[src/rtl/mojo_serial_block_queue_out_pkg.sv]
// Shared types and helpers for the Mojo block serializer.
// Holds the FSM state enum, the length clamp and the tx_len width helper.
package mojo_serial_pkg;

    typedef enum logic [1:0] {
        IDLE,
        SEND,
        HOLD
    } state_t;

    function automatic int len_bits(input int block_bytes);
        return $clog2(block_bytes + 1);
    endfunction

    // Zero or oversize lengths mean "the whole block".
    function automatic int clamp_len(input int len, input int block_bytes);
        if (len == 0 || len > block_bytes) begin
            return block_bytes;
        end
        return len;
    endfunction

endpackage

[src/rtl/mojo_serial_block_queue_out_if.sv]
// Block-side and UART-side handshake bundle of the block serializer.
// The master is the block producer / UART; the slave is the serializer.
interface mojo_serial_block_queue_out_if #(
    parameter int BLOCK_BYTES = 4,
    parameter int LEN_BITS    = mojo_serial_pkg::len_bits(BLOCK_BYTES)
);
    logic                     tx_busy;
    logic [7:0]               tx_data;
    logic                     new_tx_data;
    logic [BLOCK_BYTES*8-1:0] tx_block;
    logic [LEN_BITS-1:0]      tx_len;
    logic                     new_tx_block;
    logic                     tx_block_ready;
    logic                     tx_block_busy;
    logic                     tx_block_done;
    logic                     tx_block_dropped;

    modport master (
        output tx_busy, tx_block, tx_len, new_tx_block,
        input  tx_data, new_tx_data, tx_block_ready, tx_block_busy,
               tx_block_done, tx_block_dropped
    );

    modport slave (
        input  tx_busy, tx_block, tx_len, new_tx_block,
        output tx_data, new_tx_data, tx_block_ready, tx_block_busy,
               tx_block_done, tx_block_dropped
    );

endinterface

[src/rtl/mojo_serial_block_queue_out_fifo.sv]
// Whole-block FIFO: DEPTH entries of WIDTH bits, pointers wrap modulo DEPTH.
// Pushes while full and pops while empty are ignored.
module mojo_block_fifo #(
    parameter int WIDTH = 8,
    parameter int DEPTH = 2
) (
    input  logic             clk,
    input  logic             rst_n,
    input  logic             push,
    input  logic [WIDTH-1:0] wr_data,
    input  logic             pop,
    output logic [WIDTH-1:0] rd_data,
    output logic             full,
    output logic             empty
);
    localparam int PTR_BITS = (DEPTH > 1) ? $clog2(DEPTH) : 1;
    localparam int CNT_BITS = $clog2(DEPTH + 1);

    logic [WIDTH-1:0]    mem [DEPTH];
    logic [PTR_BITS-1:0] wr_ptr;
    logic [PTR_BITS-1:0] rd_ptr;
    logic [CNT_BITS-1:0] count;
    logic                do_push;
    logic                do_pop;

    assign do_push = push && !full;
    assign do_pop  = pop && !empty;
    assign full    = (count == CNT_BITS'(DEPTH));
    assign empty   = (count == '0);
    assign rd_data = mem[rd_ptr];

    always_ff @(posedge clk) begin
        if (do_push) begin
            mem[wr_ptr] <= wr_data;
        end
    end

    // Explicit wrap keeps non-power-of-two depths inside the array.
    always_ff @(posedge clk or negedge rst_n) begin
        if (!rst_n) begin
            wr_ptr <= '0;
            rd_ptr <= '0;
            count  <= '0;
        end else begin
            if (do_push) begin
                wr_ptr <= (wr_ptr == PTR_BITS'(DEPTH - 1)) ? '0 : wr_ptr + 1'b1;
            end
            if (do_pop) begin
                rd_ptr <= (rd_ptr == PTR_BITS'(DEPTH - 1)) ? '0 : rd_ptr + 1'b1;
            end
            case ({do_push, do_pop})
                2'b10:   count <= count + CNT_BITS'(1);
                2'b01:   count <= count - CNT_BITS'(1);
                default: count <= count;
            endcase
        end
    end

endmodule

[src/rtl/mojo_serial_block_queue_out.sv]
// Block serializer: queues whole blocks and feeds them byte by byte to serial_tx
// through its tx_busy / new_tx_data handshake.
module mojo_serial_block_queue_out
    import mojo_serial_pkg::*;
#(
    parameter int BLOCK_BYTES = 4,
    parameter int QUEUE_DEPTH = 2,
    parameter int MSB_FIRST   = 0,
    parameter int LEN_BITS    = len_bits(BLOCK_BYTES)
) (
    input logic                          clk,
    input logic                          rst_n,
    mojo_serial_block_queue_out_if.slave bus
);
    localparam int DATA_BITS  = BLOCK_BYTES * 8;
    localparam int ENTRY_BITS = DATA_BITS + LEN_BITS;

    state_t                state;
    state_t                state_next;
    logic [LEN_BITS-1:0]   eff_len;
    logic [ENTRY_BITS-1:0] fifo_rd;
    logic                  fifo_full;
    logic                  fifo_empty;
    logic                  fifo_pop;
    logic                  issue;
    logic                  advance;
    logic [DATA_BITS-1:0]  head_data;
    logic [LEN_BITS-1:0]   head_len;
    logic [DATA_BITS-1:0]  aligned;
    logic [7:0]            cur_byte;
    logic [DATA_BITS-1:0]  shift_reg;
    logic [LEN_BITS-1:0]   remaining;
    logic [7:0]            data_reg;
    logic                  strobe_reg;
    logic                  done_reg;
    logic                  dropped_reg;

    assign eff_len = LEN_BITS'(clamp_len(int'(bus.tx_len), BLOCK_BYTES));

    mojo_block_fifo #(
        .WIDTH (ENTRY_BITS),
        .DEPTH (QUEUE_DEPTH)
    ) u_fifo (
        .clk     (clk),
        .rst_n   (rst_n),
        .push    (bus.new_tx_block),
        .wr_data ({eff_len, bus.tx_block}),
        .pop     (fifo_pop),
        .rd_data (fifo_rd),
        .full    (fifo_full),
        .empty   (fifo_empty)
    );

    assign head_data = fifo_rd[DATA_BITS-1:0];
    assign head_len  = fifo_rd[ENTRY_BITS-1 -: LEN_BITS];

    // MSB-first blocks are pre-shifted so the highest valid byte sits at the top.
    always_comb begin
        aligned  = head_data;
        cur_byte = shift_reg[7:0];
        if (MSB_FIRST != 0) begin
            aligned  = head_data << (8 * (BLOCK_BYTES - int'(head_len)));
            cur_byte = shift_reg[DATA_BITS-1 -: 8];
        end
    end

    always_comb begin
        state_next = state;
        fifo_pop   = 1'b0;
        issue      = 1'b0;
        advance    = 1'b0;
        case (state)
            IDLE: begin
                if (!fifo_empty) begin
                    fifo_pop   = 1'b1;
                    state_next = SEND;
                end
            end
            SEND: begin
                if (!bus.tx_busy) begin
                    issue      = 1'b1;
                    state_next = HOLD;
                end
            end
            // HOLD skips the cycle where serial_tx has not yet raised tx_busy.
            HOLD: begin
                advance    = 1'b1;
                state_next = (remaining == LEN_BITS'(1)) ? IDLE : SEND;
            end
            default: state_next = IDLE;
        endcase
    end

    always_ff @(posedge clk or negedge rst_n) begin
        if (!rst_n) begin
            state       <= IDLE;
            shift_reg   <= '0;
            remaining   <= '0;
            data_reg    <= '0;
            strobe_reg  <= 1'b0;
            done_reg    <= 1'b0;
            dropped_reg <= 1'b0;
        end else begin
            state       <= state_next;
            strobe_reg  <= issue;
            done_reg    <= advance && (remaining == LEN_BITS'(1));
            dropped_reg <= bus.new_tx_block && fifo_full;
            if (issue) begin
                data_reg <= cur_byte;
            end
            if (fifo_pop) begin
                shift_reg <= aligned;
                remaining <= head_len;
            end else if (advance) begin
                shift_reg <= (MSB_FIRST != 0) ? (shift_reg << 8) : (shift_reg >> 8);
                remaining <= remaining - LEN_BITS'(1);
            end
        end
    end

    assign bus.tx_data          = data_reg;
    assign bus.new_tx_data      = strobe_reg;
    assign bus.tx_block_ready   = !fifo_full;
    assign bus.tx_block_busy    = !fifo_empty || (state != IDLE) || done_reg;
    assign bus.tx_block_done    = done_reg;
    assign bus.tx_block_dropped = dropped_reg;

endmodule

[src/flat_wrapper.sv]
// flat-port wrapper written by rule: the top's interface ports become plain ports
module mojo_serial_block_queue_out_flat import mojo_serial_pkg::*;
#(
    parameter int BLOCK_BYTES = 4,
    parameter int QUEUE_DEPTH = 2,
    parameter int MSB_FIRST   = 0,
    parameter int LEN_BITS    = len_bits(BLOCK_BYTES)
)
  (clk, rst_n, bus_tx_busy, bus_tx_block, bus_tx_len, bus_new_tx_block, bus_tx_data, bus_new_tx_data, bus_tx_block_ready, bus_tx_block_busy, bus_tx_block_done, bus_tx_block_dropped);
  mojo_serial_block_queue_out_if #(.BLOCK_BYTES(BLOCK_BYTES), .LEN_BITS(LEN_BITS)) bus_i ();
  input logic clk;
  input logic rst_n;
  input wire logic [$bits(bus_i.tx_busy)-1:0] bus_tx_busy;
  input wire logic [$bits(bus_i.tx_block)-1:0] bus_tx_block;
  input wire logic [$bits(bus_i.tx_len)-1:0] bus_tx_len;
  input wire logic [$bits(bus_i.new_tx_block)-1:0] bus_new_tx_block;
  output wire logic [$bits(bus_i.tx_data)-1:0] bus_tx_data;
  output wire logic [$bits(bus_i.new_tx_data)-1:0] bus_new_tx_data;
  output wire logic [$bits(bus_i.tx_block_ready)-1:0] bus_tx_block_ready;
  output wire logic [$bits(bus_i.tx_block_busy)-1:0] bus_tx_block_busy;
  output wire logic [$bits(bus_i.tx_block_done)-1:0] bus_tx_block_done;
  output wire logic [$bits(bus_i.tx_block_dropped)-1:0] bus_tx_block_dropped;
  assign bus_i.tx_busy = bus_tx_busy;
  assign bus_i.tx_block = bus_tx_block;
  assign bus_i.tx_len = bus_tx_len;
  assign bus_i.new_tx_block = bus_new_tx_block;
  assign bus_tx_data = bus_i.tx_data;
  assign bus_new_tx_data = bus_i.new_tx_data;
  assign bus_tx_block_ready = bus_i.tx_block_ready;
  assign bus_tx_block_busy = bus_i.tx_block_busy;
  assign bus_tx_block_done = bus_i.tx_block_done;
  assign bus_tx_block_dropped = bus_i.tx_block_dropped;
  mojo_serial_block_queue_out #(.BLOCK_BYTES(BLOCK_BYTES), .QUEUE_DEPTH(QUEUE_DEPTH), .MSB_FIRST(MSB_FIRST), .LEN_BITS(LEN_BITS)) u_core (.clk(clk), .rst_n(rst_n), .bus(bus_i));
endmodule
[config.mk]
export PLATFORM = sky130hd
export DESIGN_NAME = mojo_serial_block_queue_out_flat
export DESIGN_NICKNAME = d
export VERILOG_FILES = /design/src/rtl/mojo_serial_block_queue_out_pkg.sv /design/src/rtl/mojo_serial_block_queue_out_if.sv /design/src/rtl/mojo_serial_block_queue_out_fifo.sv /design/src/rtl/mojo_serial_block_queue_out.sv /design/src/flat_wrapper.sv
export SDC_FILE = /design/constraint.sdc
export NUM_CORES = 1
export LEC_CHECK = 0
export BUFFER_PORTS_ARGS = -buffer_cell sky130_fd_sc_hd__buf_2
export CAP_MARGIN = 25
export CELL_PAD_IN_SITES_DETAIL_PLACEMENT = 0
export CELL_PAD_IN_SITES_GLOBAL_PLACEMENT = 2
export CORE_ASPECT_RATIO = 1.25
export CORE_MARGIN = 3
export CORE_UTILIZATION = 41
export DETAILED_ROUTE_END_ITERATION = 12
export HOLD_SLACK_MARGIN = 0.03
export PLACE_DENSITY_LB_ADDON = 0.2
export SYNTH_ARGS = -nofsm -noshare
export SYNTH_HDL_FRONTEND = slang
export SYNTH_SLANG_ARGS = --single-unit
[constraint.sdc]
create_clock -name clk -period 3.18 [get_ports clk]
set_input_delay 0.636 -clock clk [delete_from_list [all_inputs] [get_ports clk]]
set_output_delay 0.636 -clock clk [all_outputs]
set_load 0.01 [all_outputs]
==> results of run 1 <==
## routing by layer
metal	vias up	GRT usage	wire (µm)
li1	1344	-	-
met1	1304	0.173	3660
met2	54	0.247	4540
met3	15	0.0413	278
met4	0	0.0718	175
met5	-	0	0
## cell usage after synthesis
| master | count | share of area |
|---|---|---|
| a21boi_0 | 1 | 0.0016 |
| dfrtp_1 | 52 | 0.27 |
| inv_1 | 6 | 0.0047 |
| o32ai_1 | 1 | 0.0018 |
| nand3b_1 | 1 | 0.0016 |
| nor2_1 | 6 | 0.0047 |
| edfxtp_1 | 70 | 0.44 |
| nand3_1 | 18 | 0.019 |
| buf_6 | 2 | 0.0047 |
| o21ai_0 | 53 | 0.056 |
| nand2_2 | 1 | 0.0013 |
| inv_2 | 1 | 0.00079 |
| ha_1 | 4 | 0.011 |
| nor3_1 | 1 | 0.0010 |
| buf_4 | 3 | 0.0047 |
| a21o_1 | 2 | 0.0032 |
| buf_2 | 7 | 0.0074 |
| clkbuf_1 | 7 | 0.0055 |
| nor2b_1 | 3 | 0.0039 |
| a221oi_1 | 1 | 0.0018 |
| a21oi_1 | 3 | 0.0032 |
| nand2b_1 | 2 | 0.0026 |
| or2_2 | 2 | 0.0026 |
| nor3b_1 | 3 | 0.0047 |
| xor2_1 | 1 | 0.0018 |
| o22ai_1 | 6 | 0.0079 |
| xnor2_1 | 4 | 0.0074 |
| mux2_2 | 15 | 0.035 |
| and3_1 | 1 | 0.0013 |
| nand2_1 | 33 | 0.026 |
| mux2i_1 | 28 | 0.059 |
## cell type report
cell class	instances	area, µm²	area share
Tap cell	135	169	0.0292
Inverter	7	26.3	0.00454
Clock inverter	12	171	0.0296
Clock buffer	20	457	0.0790
Sequential cell	122	3400	0.589
Multi-Input combinational cell	190	1240	0.214
Timing Repair Buffer	58	320	0.0554
## cell families (layout without fill, tap and decap cells)
logic type / count (synthesis) / after routing / synth area share
buffers and inverters: 26 / 97 / 0.0278
AOI/OAI and AO/OA: 67 / 67 / 0.0751
DFF: 122 / 122 / 0.714
muxes: 43 / 43 / 0.0943
xor gates and xnor gates: 5 / 5 / 0.00919
and+or+nand+nor: 71 / 71 / 0.0688
adders and majority gates: 4 / 4 / 0.0105
## power by group through the flow
stage               Sequential, mW  Clock (mW)  Combinational (mW)
floorplan                     2.47           0                1.29
global placement              2.59           0                1.62
detailed placement            2.61           0                1.63
CTS                           2.58        2.05                1.64
global route                  2.64        2.13                1.84
finish                        2.57        2.00                1.61
## worst max-delay path by stage
stage	from	to	slack [ns]	cells after the start
floorplan	u_core.u_fifo.count[0]$_DFFE_PN0P_	u_core.u_fifo.mem[0][0]$_DFFE_PP_	0.52	3
global placement	u_core.u_fifo.count[0]$_DFFE_PN0P_	u_core.u_fifo.count[1]$_DFFE_PN0P_	0.78	7
detailed placement	u_core.u_fifo.count[0]$_DFFE_PN0P_	u_core.u_fifo.count[1]$_DFFE_PN0P_	0.76	7
CTS	u_core.u_fifo.count[0]$_DFFE_PN0P_	u_core.u_fifo.count[1]$_DFFE_PN0P_	0.75	7
global route	u_core.u_fifo.count[0]$_DFFE_PN0P_	u_core.u_fifo.count[1]$_DFFE_PN0P_	0.54	6
finish	u_core.u_fifo.count[0]$_DFFE_PN0P_	u_core.u_fifo.count[1]$_DFFE_PN0P_	0.79	7
==> results.tsv, run 1 <==
metric	value	unit
CTS tree	built	
Vias/cell	4.99	
P&R area growth vs syn	21.4	%
Post-Syn Instances	338	
cts hold-fix bufs	0	
Via Count	2717	
Final setup viols	0	
WP data arrival	2.68	ns
total track usage	0.148	
share of cells above drive strength 1	0.264	
HP Class	input port to async pin	
syn nets	381	
Rows	43	
number of diodes	0	
Critical R2R Launch	u_core.u_fifo.count[0]$_DFFE_PN0P_	
clock period minus worst slack	2.39	ns
register area share after synthesis	0.714	
worst vdd ir	0.525	mV
CP max stage delay	0.50	ns
Worst-Skew Late Latency	0.41	ns
Post-Synthesis Mean Instance Area	14.1	µm²
commonest non-fill, non-tap cell in the layout	edfxtp_1	
Worst path slowest cell	or2_2	
PnR worst setup slack	0.787	ns
Leakage	2.37	nW
CTS resizes	0	
GRT overflow	0	
Final #Nets	439	
final setup TNS	0	ns
CP endpoint kind	flop	
vias in the first global route	2862	
Finished Layout Cells	544	
Synth Register Bits	122	
kind of critical path	flop to flop	
dpl hpwl	5.28	mm
max-cap violation count	0	
initial cell density of the core	0.424	
CP max FO	21	
critical path startpoint category	flop	
power share of the clock group	0.324	
final core utilization	0.514	
initial antenna violation count	0	
# placed instances	512	
CTS Buf Count	17	
Cell Chain, Critical Path	or2_2 -> nand2_2 -> inv_1 -> ha_1 -> xnor2_1 -> nor2_1 -> xor2_1	
DRT Pass-1 Iters	4	
Core ar.	11200	µm²
GPL Wtd Cong	0.718	
num ports	52	
RSZ-0062 raised after global routing	false	
CTS root buf	clkbuf_16	
post-route cell area	5780	µm²
H-tree depth	4	
final hold vios	0	
CP top delay family	simple AND/OR/NAND/NOR gates	
final wirelength	8.65	mm
Critical Path RT	3.46	ns
Remaining DRCs	0	
pre-CTS setup slack	0.760	ns
switching power total	1.92	mW
setup slack, reg-to-reg	0.79	ns
outcome	finished, final reports clean	
layout filler cell count	997	
die width	102	µm
Reg clk slew, reported paths	0.05	ns
worst slew pin tran	0.946	ns
first-pass GRT wire length	14.3	mm
IO buf count	51	
largest net degree at the start of global routing	64	
# Post-CTS Setup Buffers	0	
sum of buffers and inverters on the critical path	1	
Die Span Y	127	µm
most frequent cells in the layout	edfxtp_1 (70), o21ai_0 (53), buf_2 (51), dfrtp_1 (51), nand2_1 (33)	
Total Die Area	13000	µm²
Num Clock Sinks	122	
1st-iter DRT viols	139	
WL per Instance	15.9	µm
YS warnings	0	
clk buf depth	2	
Synth Cell Area	4760	µm²
Max-Slew Margin vs Limit	0.369	
Switching Fraction	0.310	
Worst Clk Skew	0.0118	ns
fin. max-slew vios	0	
Fmax	418	MHz
Reg-to-Reg End	u_core.u_fifo.count[1]$_DFFE_PN0P_	
sequential share of power	0.416	
Fin Hold WS	0.299	ns
PwrDens	1070	nW/µm²
total power	6.18	mW
Distinct cells, synth	31	
P_int	4.26	mW
max reg flops	70	
placed instance area	5160	µm²
combinational power share	0.260	
ANT nets after route	0	
Reg2Reg Depth	7	
Tcrit/Tclk final	0.752	
(Power assumes the default switching activity.)
==> inputs of run 2 (changes only) <==
==> constraint.sdc (replaced) <==
create_clock -name clk -period 2.3 [get_ports clk]
set_input_delay 0.46 -clock clk [delete_from_list [all_inputs] [get_ports clk]]
set_output_delay 0.46 -clock clk [all_outputs]
set_load 0.01 [all_outputs]
==> run 2 against run 1 <==
Clock skew fell by 0.0047 ns. Count of clock-buffer cells in the layout unchanged. Sequential share of layout area shrank 0.73 points. Largest power group unchanged. Largest cell class unchanged. Flip-flop and latch count unchanged. Combinational power up 50%. Cell count rose by 0.74%.
==> results.tsv, run 2 (same netlist as run 1, synthesis figures left out) <==
metric	value	unit	change
outcome	finished, final reports clean		
CTS resizes	0		unchanged
CP max stage delay	0.45	ns	-0.05 ns
Critical Path RT	1.84	ns	-1.62 ns
Fmax	544	MHz	
Remaining DRCs	0		unchanged
Reg clk slew, reported paths	0.05	ns	about the same
HP Class	input port to async pin		
Fin Hold WS	0.0456	ns	-0.254 ns
max-cap violation count	0		unchanged
# Post-CTS Setup Buffers	0		unchanged
Worst-Skew Late Latency	0.40	ns	about the same
Reg-to-Reg End	u_core.u_fifo.count[1]$_DFFE_PN0P_		
IO buf count	51		unchanged
Critical R2R Launch	u_core.u_fifo.count[0]$_DFFE_PN0P_		
commonest non-fill, non-tap cell in the layout	edfxtp_1		
crit path to	bus_tx_block_busy		
Rows	43		unchanged
PwrDens	1500	nW/µm²	+40%
most frequent cells in the layout	edfxtp_1 (70), o21ai_0 (53), buf_2 (51), dfrtp_1 (51), nand2_1 (33)		
final hold vios	0		unchanged
Worst Clk Skew	0.00706	ns	-0.00472 ns
Final setup viols	0		unchanged
first-pass GRT wire length	14.1	mm	-1.9%
Max-Slew Margin vs Limit	0.659		+0.290
Reg area	3400	µm²	unchanged
final setup TNS	0	ns	unchanged
DRT Pass-1 Iters	4		unchanged
placed instance area	5200	µm²	+0.83%
DRT met1 WL	3.74	mm	+2.3%
Vias/cell	4.94		-1.0%
worst slew pin tran	0.511	ns	-0.436 ns
final wirelength	8.48	mm	-1.9%
Total Die Area	13000	µm²	unchanged
dpl hpwl	5.41	mm	+2.5%
layout filler cell count	960		-3.7%
cts hold-fix bufs	0		unchanged
die width	102	µm	unchanged
largest net degree at the start of global routing	64		unchanged
post-route cell area	5860	µm²	+1.3%
Num Clock Sinks	122		unchanged
CTS Buf Count	17		unchanged
critical path startpoint category	flop		
total track usage	0.145		-0.00282
footprint of the multi-input gates	1240	µm²	unchanged
WL per Instance	15.5	µm	-2.6%
CTS root buf	clkbuf_16		
fin. max-slew vios	0		unchanged
ANT nets after route	0		unchanged
initial cell density of the core	0.424		unchanged
GPL Wtd Cong	0.696		-3.0%
final core utilization	0.521		+0.00645
clk buf depth	2		unchanged
crit path launch	u_core.state[0]$_DFFE_PN0P_		
CP max FO	8		-62%
Leakage	2.41	nW	+1.8%
H-tree depth	4		unchanged
P&R area growth vs syn	22.9	%	
max reg flops	70		unchanged
RSZ-0062 raised after global routing	false		
Core ar.	11200	µm²	unchanged
Worst path slowest cell	dfrtp_1		
num ports	52		unchanged
Via Count	2709		-0.29%
GRT overflow	0		unchanged
kind of critical path	flop to output port		
Top Layer Used	met4		
1st-iter DRT viols	94		-32%
Cell Chain, Critical Path	nor2_1 -> nand3b_1 -> buf_2		
metal2 WL	4.41	mm	-2.7%
Reg2Reg Depth	6		-1
clock period minus worst slack	1.84	ns	
Die Span Y	127	µm	unchanged
CP endpoint kind	output port		
Tcrit/Tclk final	0.799		
setup slack, reg-to-reg	0.48	ns	-0.31 ns
met3 routed WL	227	µm	-18%
share of cells above drive strength 1	0.269		+0.00471
worst vdd ir	0.600	mV	+14%
CTS tree	built		
vias in the first global route	2735		-4.4%
WP data arrival	1.38	ns	-1.30 ns
Final #Nets	443		+0.91%
initial antenna violation count	0		unchanged
number of diodes	0		unchanged
==> run 2: cell types whose count changed in the layout (fill, tap and decap cells not counted), sizes merged <==
cell      change
buf           +4
bufinv        +2
clkinvlp      -2
==> run 2: how the worst min path moves through the flow <==
stage | startpoint | slack [ns] | depth (start not counted) | endpoint
3_3_place_gp | u_core.shift_reg[8]$_DFFE_PN0P_ | 0.46 | 2 | u_core.shift_reg[8]$_DFFE_PN0P_
2_1_floorplan | rst_n | 0.16 | 0 | u_core.bus.new_tx_data$_DFF_PN0_
6_report | rst_n | 0.05 | 2 | u_core.bus.tx_block_done$_DFF_PN0_
3_5_place_dp | rst_n | 0.47 | 2 | u_core.bus.tx_block_dropped$_DFF_PN0_
5_1_grt | rst_n | 0.06 | 2 | u_core.bus.tx_block_done$_DFF_PN0_
4_1_cts | rst_n | 0.04 | 2 | u_core.bus.tx_block_dropped$_DFF_PN0_
==> run 2: per-layer routing <==
layer / vias up / track usage
li1: 1352 / -
met1: 1310 / 0.176
met2: 39 / 0.241
met3: 8 / 0.0468
met4: 0 / 0.0510
met5: - / 0
==> run 2: cell type report <==
class                           count  area share
Clock inverter                     12      0.0378
Sequential cell                   122       0.581
Clock buffer                       20      0.0746
Timing Repair Buffer               62      0.0620
Inverter                            7     0.00449
Tap cell                          135      0.0288
Multi-Input combinational cell    190       0.211
==> run 2: worst max-delay path: cells and delay by family (launching register included) <==
kind                   cells  cell delay (ns)
DFF                        1             0.45
buffers and inverters      1             0.15
and+or+nand+nor            2             0.37
==> run 2: power by group <==
part | leakage (nW) | total (mW) | internal [mW] | switching (mW)
logic | 0.808 | 2.41 | 0.997 | 1.41
registers | 1.29 | 3.44 | 3.11 | 0.327
clock network | 0.312 | 2.92 | 2.03 | 0.889
total | 2.41 | 8.77 | 6.14 | 2.63
==> run 2: per-stage QoR <==
stage / cells / setup slack [ns] / total power, mW
global route: 548 / 0.369 / 9.36
finish: 548 / 0.463 / 8.77
global placement: 516 / 0.546 / 5.88
CTS: 548 / 0.426 / 8.90
floorplan: 338 / 0.220 / 5.21
detailed placement: 516 / 0.482 / 5.96
==> inputs of run 3 (changes only) <==
--- a/config.mk
+++ b/config.mk
@@ -5,13 +5,14 @@
 export SDC_FILE = /design/constraint.sdc
 export NUM_CORES = 1
 export LEC_CHECK = 0
+export ABC_AREA = 1
 export BUFFER_PORTS_ARGS = -buffer_cell sky130_fd_sc_hd__buf_2
 export CAP_MARGIN = 25
 export CELL_PAD_IN_SITES_DETAIL_PLACEMENT = 0
 export CELL_PAD_IN_SITES_GLOBAL_PLACEMENT = 2
 export CORE_ASPECT_RATIO = 1.25
 export CORE_MARGIN = 3
-export CORE_UTILIZATION = 41
+export CORE_UTILIZATION = 38
 export DETAILED_ROUTE_END_ITERATION = 12
 export HOLD_SLACK_MARGIN = 0.03
 export PLACE_DENSITY_LB_ADDON = 0.2
==> constraint.sdc (replaced) <==
create_clock -name clk -period 1.85 [get_ports clk]
set_input_delay 0.37 -clock clk [delete_from_list [all_inputs] [get_ports clk]]
set_output_delay 0.37 -clock clk [all_outputs]
set_load 0.01 [all_outputs]
==> run 3 against run 2 <==
Routed wire length increased by 22%. Setup slack got worse by 0.23 ns. Register-to-register slack got worse by 0.22 ns. Count of clock-buffer cells in the layout increased by 3. Non-clock buffer count increased by 4. Cell count increased by 36%. Global-route usage increased by 0.68 points. Power increased by 27%. Utilization decreased by 5.5 points. Largest power group unchanged. Highest routed layer unchanged.
==> results.tsv, run 3 <==
metric	value	unit	change
outcome	finished, final reports clean		
P_int	7.22	mW	+18%
sequential share of power	0.385		-0.007
Synth top cells by count	nand2_1 (147), edfxtp_1 (70), dfrtp_1 (52), inv_1 (48), nor2_1 (47)		
1st-iter DRT viols	160		+70%
IO buf count	51		unchanged
initial antenna violation count	0		unchanged
max-cap violation count	0		unchanged
pre-CTS setup slack	0.244	ns	-0.238 ns
RSZ-0062 raised after global routing	false		
DRT met1 WL	4.48	mm	+20%
Fin Hold WS	0.156	ns	+0.111 ns
sum of buffers and inverters on the critical path	2		+1
Rows	47		+9.3%
commonest non-fill, non-tap cell in the layout	nand2_1		
initial cell density of the core	0.389		-0.0352
Critical Path RT	1.48	ns	-0.36 ns
Synth Flop Type	edfxtp_1		
final hold vios	0		unchanged
Distinct cells, synth	26		-16%
cell with the most instances after synthesis	nand2_1		
num ports	52		unchanged
Remaining DRCs	0		unchanged
power share of the clock group	0.282		-0.051
CTS tree	built		
worst vdd ir	0.577	mV	-3.9%
Worst Hold Depth	1		
number of diodes	0		unchanged
Worst-Skew Late Latency	0.40	ns	about the same
CP max stage delay	0.43	ns	-0.02 ns
Synth Cell Area	5160	µm²	+8.4%
# placed instances	711		+38%
YS warnings	0		unchanged
Num Clock Sinks	122		unchanged
Reg clk slew, reported paths	0.05	ns	about the same
dpl hpwl	6.90	mm	+27%
Leakage	2.85	nW	+18%
Worst Clk Skew	0.00635	ns	-0.000714 ns
Switching Fraction	0.349		+0.0491
Final setup viols	0		unchanged
register area share after synthesis	0.659		-0.0552
vias in the first global route	3444		+26%
post-route cell area	6190	µm²	+5.7%
CTS root buf	clkbuf_16		
combinational power share	0.333		+0.058
Reg2Reg Depth	7		+1
clock period minus worst slack	1.62	ns	
ANT nets after route	0		unchanged
Fmax	617	MHz	
library cell with the largest summed area after synthesis	edfxtp_1		
P&R area growth vs syn	19.9	%	
Post-synth ARST share	0.426		unchanged
Worst Min Path Start	bus_tx_block[18]		
Die Span Y	136	µm	+7.7%
CP max FO	5		-3
GPL Wtd Cong	0.764		+9.7%
placed instance area	5620	µm²	+8.1%
most frequent cells in the layout	nand2_1 (147), edfxtp_1 (70), dfrtp_1 (52)		
Finished Layout Cells	744		+36%
Post-Synthesis Mean Instance Area	10.4	µm²	-26%
metal2 WL	5.39	mm	+22%
Critical R2R Launch	u_core.u_fifo.count[0]$_DFFE_PN0P_		
GRT overflow	0		unchanged
kind of critical path	flop to output port		
post-synth top area share	0.407		-0.0341
final setup TNS	0	ns	unchanged
H-tree depth	4		unchanged
top cells by area, synth	edfxtp_1 (41%), dfrtp_1 (25%), nand2_1 (11%)		
total power	11.1	mW	+27%
Reg-to-Reg End	u_core.u_fifo.count[1]$_DFFE_PN0P_		
Core ar.	13300	µm²	+18%
max reg flops	70		unchanged
PwrDens	1790	nW/µm²	+20%
DRT Pass-1 Iters	4		unchanged
CP endpoint kind	output port		
Max-Slew Margin vs Limit	0.730		+0.0709
Top Layer Used	met4		
Final #Nets	603		+36%
number of enable flip-flop cells after synthesis	70		unchanged
Cell Chain, Critical Path	inv_2 -> nand2_2 -> nor2_1 -> nand2_1 -> buf_2		
largest net degree at the start of global routing	53		-17%
total track usage	0.152		+0.00678
Tcrit/Tclk final	0.876		
setup slack, reg-to-reg	0.26	ns	-0.22 ns
HP Class	input port to flop		
Post-Syn Instances	496		+47%
WP data arrival	1.25	ns	-0.13 ns
met3 routed WL	331	µm	+46%
clk buf depth	2		unchanged
Synth Register Bits	122		unchanged
die width	110	µm	+7.7%
CTS Buf Count	17		unchanged
final wirelength	10.3	mm	+22%
CP top delay family	flip-flops		
first-pass GRT wire length	17.0	mm	+21%
worst slew pin tran	0.405	ns	-0.106 ns
fin. max-slew vios	0		unchanged
hold endpoint	u_core.u_fifo.mem[1][18]$_DFFE_PP_		
syn nets	539		+41%
WL per Instance	13.9	µm	-10%
Worst path slowest cell	dfrtp_1		
Total Die Area	15000	µm²	+16%
critical path startpoint category	flop		
switching power total	3.87	mW	+47%
PnR worst setup slack	0.230	ns	-0.234 ns
share of cells above drive strength 1	0.204		-0.0646
final core utilization	0.466		-0.0548
Vias/cell	4.54		-8.1%
Via Count	3379		+25%
run 3: cell count changes after synthesis, moves of 15 or more:
| cell | previous run | this run |
|---|---|---|
| nand2_1 | 33 | 147 |
| mux2_2 | 15 | 0 |
| mux2i_1 | 28 | 0 |
| nor2_1 | 6 | 47 |
| nand3_1 | 18 | 36 |
| inv_1 | 6 | 48 |
| o21ai_0 | 53 | 30 |
run 3: timing repair:
item,CTS,global route
hold endpoints to repair,52,0
resized for setup,0,0
setup buffers,0,0
hold buffers,1,0
run 3: area by class of cell:
type                       count  area [µm²]
fill                        1312        7100
sequential                   122        3400
multi-input combinational    300        1390
clock buffer                  23         468
timing repair buffer          66         420
tap                          171         214
inverter                      53         204
clock inverter                 9        97.6
run 3: routing by layer:
layer | global-route usage | up-vias
met5 | 0 | -
met4 | 0.0575 | 0
met3 | 0.0385 | 12
met2 | 0.257 | 54
met1 | 0.186 | 1587
li1 | - | 1726
run 3: kinds of logic (layout without fill, tap and decap cells):
| logic type | Yosys count | in the layout | share of synthesized area |
|---|---|---|---|
| and+or+nand+nor | 246 | 246 | 0.202 |
| DFF | 122 | 122 | 0.659 |
| buffers and inverters | 74 | 151 | 0.0754 |
| AOI/OAI and AO/OA | 47 | 47 | 0.0477 |
| adders and majority gates | 4 | 4 | 0.00969 |
| xor gates and xnor gates | 3 | 3 | 0.00654 |
run 3: power groups by stage:
stage	Sequential, mW	Clock [mW]	Combinational, mW
detailed placement	4.32	0	3.80
CTS	4.28	3.21	3.82
floorplan	4.27	0	2.85
global placement	4.30	0	3.74
global route	4.37	3.35	4.31
finish	4.27	3.13	3.70
run 3: worst max path at each step:
stage               cells after the start                               start                                 end
CTS                                     5  u_core.u_fifo.count[1]$_DFFE_PN0P_                   bus_tx_block_busy
global route                            7  u_core.u_fifo.count[0]$_DFFE_PN0P_  u_core.u_fifo.count[1]$_DFFE_PN0P_
floorplan                               4  u_core.u_fifo.count[0]$_DFFE_PN0P_   u_core.u_fifo.mem[1][0]$_DFFE_PP_
detailed placement                      7  u_core.u_fifo.count[0]$_DFFE_PN0P_  u_core.u_fifo.count[1]$_DFFE_PN0P_
global placement                        7  u_core.u_fifo.count[0]$_DFFE_PN0P_  u_core.u_fifo.count[1]$_DFFE_PN0P_
finish                                  5  u_core.u_fifo.count[0]$_DFFE_PN0P_                   bus_tx_block_busy
